$ cat src/rtl/fifo_wr_arbiter_pkg.sv
// fifo_wr_arbiter_pkg: shared arbiter state encoding and width helper
package fifo_wr_arbiter_pkg;

    typedef enum logic {
        IDLE = 1'b0,
        XFER = 1'b1
    } arb_state_e;

    // ceil(log2(n)) with a floor of one bit so single-bit selects stay legal
    function automatic int myclog2(input int n);
        int w;
        w = 0;
        while ((1 << w) < n) w++;
        return (w < 1) ? 1 : w;
    endfunction

endpackage

$ cat src/rtl/fifo_wr_arbiter_rr_pick.sv
// fifo_wr_arbiter_rr_pick: combinational round-robin pick of the first request at or after a pointer
module fifo_wr_arbiter_rr_pick
    import fifo_wr_arbiter_pkg::*;
#(
    parameter int NREQ = 4,
    parameter int PW   = myclog2(NREQ)
) (
    input  logic [NREQ-1:0] req_i,
    input  logic [PW-1:0]   ptr_i,
    output logic [PW-1:0]   idx_o,
    output logic            hit_o
);

    logic [PW-1:0] hi_idx;
    logic [PW-1:0] lo_idx;
    logic          hi_hit;

    // lowest request at or above the pointer wins; otherwise wrap to the lowest request overall
    always_comb begin
        hi_idx = '0;
        lo_idx = '0;
        hi_hit = 1'b0;
        for (int i = NREQ - 1; i >= 0; i--) begin
            if (req_i[i]) lo_idx = PW'(i);
            if (req_i[i] && PW'(i) >= ptr_i) begin
                hi_idx = PW'(i);
                hi_hit = 1'b1;
            end
        end
    end

    assign idx_o = hi_hit ? hi_idx : lo_idx;
    assign hit_o = |req_i;

endmodule

$ cat src/rtl/fifo_wr_arbiter.sv
// fifo_wr_arbiter: round-robin packet arbiter sharing one FIFO write port, with forced release
module fifo_wr_arbiter
    import fifo_wr_arbiter_pkg::*;
#(
    parameter  int NREQ      = 4,
    parameter  int DW        = 64,
    parameter  int MAX_BURST = 16,
    parameter  int BCNT_W    = 5,
    localparam int GW        = myclog2(NREQ)
) (
    input  logic               clk,
    input  logic               rst_n,
    input  logic [NREQ-1:0]    req_valid,
    input  logic [NREQ*DW-1:0] req_data,
    input  logic [NREQ-1:0]    req_last,
    output logic [NREQ-1:0]    req_ready,
    output logic               fifo_w_req,
    output logic [DW-1:0]      fifo_data,
    input  logic               fifo_full,
    output logic [GW-1:0]      grant_id,
    output logic               busy,
    output logic               trunc
);

    arb_state_e        state_q, state_d;
    logic [GW-1:0]     rr_ptr_q, rr_ptr_d;
    logic [GW-1:0]     grant_q, grant_d;
    logic [BCNT_W-1:0] beat_q, beat_d;
    logic              trunc_q, trunc_d;
    logic [GW-1:0]     pick_idx;
    logic              pick_hit;
    logic [GW-1:0]     next_ptr;
    logic              xfer;
    logic              wr;
    logic              burst_end;
    logic [DW-1:0]     words [NREQ];

    for (genvar g = 0; g < NREQ; g++) begin : g_words
        assign words[g] = req_data[g*DW +: DW];
    end

    fifo_wr_arbiter_rr_pick #(
        .NREQ (NREQ),
        .PW   (GW)
    ) u_pick (
        .req_i (req_valid),
        .ptr_i (rr_ptr_q),
        .idx_o (pick_idx),
        .hit_o (pick_hit)
    );

    assign xfer       = state_q == XFER;
    assign wr         = xfer & req_valid[grant_q] & ~fifo_full;
    assign next_ptr   = (grant_q == GW'(NREQ - 1)) ? '0 : grant_q + 1'b1;
    assign burst_end  = (beat_q + 1'b1) == BCNT_W'(MAX_BURST);
    assign req_ready  = (xfer & ~fifo_full) ? (NREQ'(1) << grant_q) : '0;
    assign fifo_w_req = wr;
    assign fifo_data  = xfer ? words[grant_q] : '0;
    assign grant_id   = grant_q;
    assign busy       = xfer;
    assign trunc      = trunc_q;

    // arbitrate in IDLE; in XFER count accepted beats and release on last or at the burst limit
    always_comb begin
        state_d  = state_q;
        rr_ptr_d = rr_ptr_q;
        grant_d  = grant_q;
        beat_d   = beat_q;
        trunc_d  = 1'b0;
        case (state_q)
            IDLE: if (pick_hit) begin
                grant_d = pick_idx;
                beat_d  = '0;
                state_d = XFER;
            end
            XFER: if (wr) begin
                beat_d = beat_q + 1'b1;
                if (req_last[grant_q] || burst_end) begin
                    state_d  = IDLE;
                    rr_ptr_d = next_ptr;
                    trunc_d  = ~req_last[grant_q];
                end
            end
        endcase
    end

    // state, pointer, grant and beat registers; reset abandons any packet in flight
    always_ff @(posedge clk or negedge rst_n) begin
        if (!rst_n) begin
            state_q  <= IDLE;
            rr_ptr_q <= '0;
            grant_q  <= '0;
            beat_q   <= '0;
            trunc_q  <= 1'b0;
        end else begin
            state_q  <= state_d;
            rr_ptr_q <= rr_ptr_d;
            grant_q  <= grant_d;
            beat_q   <= beat_d;
            trunc_q  <= trunc_d;
        end
    end

endmodule
$ cat config.mk
export PLATFORM = sky130hd
export DESIGN_NAME = fifo_wr_arbiter
export DESIGN_NICKNAME = d
export VERILOG_FILES = /design/src/rtl/fifo_wr_arbiter_pkg.sv /design/src/rtl/fifo_wr_arbiter_rr_pick.sv /design/src/rtl/fifo_wr_arbiter.sv
export SDC_FILE = /design/constraint.sdc
export NUM_CORES = 1
export LEC_CHECK = 0
export CAP_MARGIN = 0
export CELL_PAD_IN_SITES_DETAIL_PLACEMENT = 1
export CELL_PAD_IN_SITES_GLOBAL_PLACEMENT = 2
export CORE_ASPECT_RATIO = 1.5
export CORE_MARGIN = 1
export CORE_UTILIZATION = 13
export DETAILED_ROUTE_END_ITERATION = 10
export GPL_TIMING_DRIVEN = 0
export PLACE_DENSITY = 0.93
export SLEW_MARGIN = 10
export SYNTH_ARGS = -nofsm -noshare
export SYNTH_HDL_FRONTEND = slang
export SYNTH_SLANG_ARGS = --single-unit
export TNS_END_PERCENT = 30
$ cat constraint.sdc
create_clock -name clk -period 2.4 [get_ports clk]
set_input_delay 0.48 -clock clk [delete_from_list [all_inputs] [get_ports clk]]
set_output_delay 0.48 -clock clk [all_outputs]
set_load 0.01 [all_outputs]
==> results.yml <==
clock_tree:
  cts.sinks: 11
  clock_latency_ps: 240
  clk_path_buf_depth: 2
  cts_inserted_buffers: 3
  clockRootBuffer: "clkbuf_16"
  cts_tree: "yes"
  clk_pin_slew_ps: 40
  htree_levels: 1
sta:
  max_slew.worst_pin.slew_ps: 548.4
  max_slew_margin: 0.6333
  clock_skew_ps: 0.8875
  holdWs_ps: 568.7
  slew_violations: 0
  worst_slack_ps: -3.761
  setup_violations: 1
  period_share: 1.002
  clock.fmax_ghz: 0.4160
  layout_min_cycle_time_ps: 2404
  rsz0062_at_grt: "yes"
  tns_ps: -3.761
  final_hold_viol_count: 0
floorplan:
  fp-row-count: 63
  coreArea_um2: 19940
  die_h_um: 177.6
  io_pins: 340
  die-area_um2: 21150
  die_w_um: 119.1
  start_util: 0.1340
global_route:
  grt_max_degree: 12
  grt-ovfl-total: 0
  grt_pass1_vias: 3920
  grt.total_usage: 0.1523
  grt_pass1_wl_mm: 24.05
  antenna_found_initial: 2
detailed_routing:
  vias: 3569
  routedWlPerCell_um: 20.32
  viasPerCell: 4.204
  drc: 0
  first_pass_iters: 4
  routed_wl_mm: 17.25
  drt-initial-drc-count: 86
  ant_nets: 0
finish:
  nFillCells: 2278
  mostFrequentLayoutCells: "clkdlybuf4s50_1, mux4_2, and2_1"
  final_common_cell: "clkdlybuf4s50_1"
  drive_above_1_share: 0.3537
  multi_input_area_um2: 2330
  regArea_um2: 275.3
  final_area_um2: 6799
  finalNetCount: 861
  area_growth_pct: 154.4
outcome:
  violations: "setup timing"
  status: "finished, violations left"
synthesis:
  netlist_area_um2: 2673
  ys_ff_latch: 11
  synth.avg_cell_area_um2: 11.88
  ys_warn_count: 0
  syn_nets: 497
  yosysUniqueCellTypes: 32
  synthCells: 225
  yosysSeqAreaShare: 0.1030
power_and_ir_drop:
  ir_worst_vdd_mv: 0.4633
  power_density_nw_per_um2: 839.3
  power_mw: 5.707
  power.leakage_nw: 2.633
critical_path:
  crit_required_ps: 1920
  start_kind: "flop"
  critPathMaxFanout: 5
  r2r_setup_slack_ps: 120
  arrival_ps: 1920
  path_cells: "buf_12 -> buf_12 -> buf_12 -> buf_16 -> mux4_2 -> and2_4 -> buf_6"
  cp-end-kind: "primary output"
  max_stage_delay_ps: 500
  reg2reg_to: "rr_ptr_q[1]"
  crit_top_cell: "buf_12"
  crit_slowest_cell: "mux4_2"
  criticalPathCategory: "flop to primary output"
  rr_worst_depth: 9
  reg2reg_from: "grant_id[0]"
place:
  dp_hpwl_mm: 14.44
  portBuffers: 339
  post-place-ws_ps: -480.8
  placed_area_um2: 6391
  place_congestion: 0.8538
flow_run:
  max_cap_viol_count: 0
hold_path:
  hold_path.class: "flop to flop"
  hold_start: "beat_q[3]"
  hold_depth: 2
  min_to: "beat_q[3]"
[layout make-up]
class	instances	share of cell area
timing repair buffer	359	0.5101
sequential	11	0.04049
multi-input combinational	185	0.3427
tap	260	0.04785
clock buffer	4	0.01159
buffer	24	0.04417
inverter	5	0.002760
antenna	1	0.0003681
[cells by family after synthesis]
family / Yosys count / synth area share
DFF: 11 / 0.1030
AOI/OAI and AO/OA: 18 / 0.04260
and+or+nand+nor: 91 / 0.2018
muxes: 69 / 0.5693
buffers and inverters: 29 / 0.05337
adders and majority gates: 5 / 0.02341
xor gates and xnor gates: 2 / 0.006556
[state kept, by name, summed over array words and instances, names as in the netlist]
register / count
grant_id: 2
trunc: 1
busy: 1
beat_q: 5
rr_ptr_q: 2
[per-stage QoR]
| step | utilization | cells |
|---|---|---|
| 2_1_floorplan | - | 225 |
| 3_3_place_gp | 0.3205 | 824 |
| 3_5_place_dp | 0.3205 | 824 |
| 4_1_cts | 0.3376 | 846 |
| 5_1_grt | 0.3409 | 849 |
| 6_report | 0.3409 | 849 |
[cell usage after synthesis]
master	instances	share of area
a21oi_1	2	0.0037
dfrtp_1	11	0.10
or2_1	1	0.0023
mux2i_1	2	0.0075
nand2b_1	1	0.0023
buf_4	1	0.0028
o21ai_1	1	0.0019
nor2_1	2	0.0028
xor2_1	2	0.0066
nand3_1	4	0.0075
buf_2	11	0.021
mux2_4	1	0.0056
and2_1	69	0.16
nor4_1	1	0.0023
clkbuf_1	8	0.011
mux4_2	66	0.56
clkbuf_2	1	0.0019
a221o_1	1	0.0037
nor2b_1	1	0.0023
nor3_1	1	0.0019
nand3b_1	1	0.0028
buf_1	1	0.0014
a22oi_1	1	0.0028
a21bo_2	1	0.0037
nand2_1	9	0.013
o21ai_0	10	0.019
inv_1	5	0.0070
ha_1	5	0.023
nand4b_1	1	0.0033
a31oi_2	1	0.0047
o41ai_1	1	0.0033
buf_6	2	0.0084
[worst max-delay path: cells and delay by family, from the launching register on]
family	cells	cell delay [ps]
buffers and inverters	5	610
multiplexers	1	500
flip-flops	1	400
AND/OR/NAND/NOR	1	170
[repair_timing]
item,CTS,global route
gates cloned,4,1
resized for setup,282,75
setup endpoints to repair,68,59
setup buffers,14,4
hold buffers,0,0
pin swaps,9,5
endpoints found under the hold margin,0,0
[how the worst max path moves through the flow]
| stage | start | end | slack, ps | cells past startpoint |
|---|---|---|---|---|
| detailed placement | grant_id[1] | fifo_data[43] | -480 | 6 |
| global placement | grant_id[1] | fifo_data[36] | -490 | 6 |
| global route | grant_id[0] | fifo_data[47] | -60 | 7 |
| finish | grant_id[0] | fifo_data[36] | -4 | 7 |
| CTS | grant_id[0] | fifo_data[2] | -130 | 7 |
| floorplan | grant_id[0] | fifo_data[37] | 240 | 5 |
[routing by layer]
layer | global-route usage | wire, µm | share of wire | vias to the layer above
li1 | - | - | - | 1620
met4 | 0.02901 | 283 | 0.016 | 2
met5 | 0 | 9 | 0.00052 | -
met3 | 0.03085 | 1143 | 0.066 | 23
met1 | 0.1746 | 6474 | 0.38 | 1759
met2 | 0.2888 | 9337 | 0.54 | 165
[where the power goes]
part	internal (mW)	switching, mW	total (mW)
Clock	0.223	0.0842	0.307
Sequential	0.248	0.0973	0.345
Combinational	3.10	1.95	5.05
No activity file was read; power rests on OpenSTA's default activity.
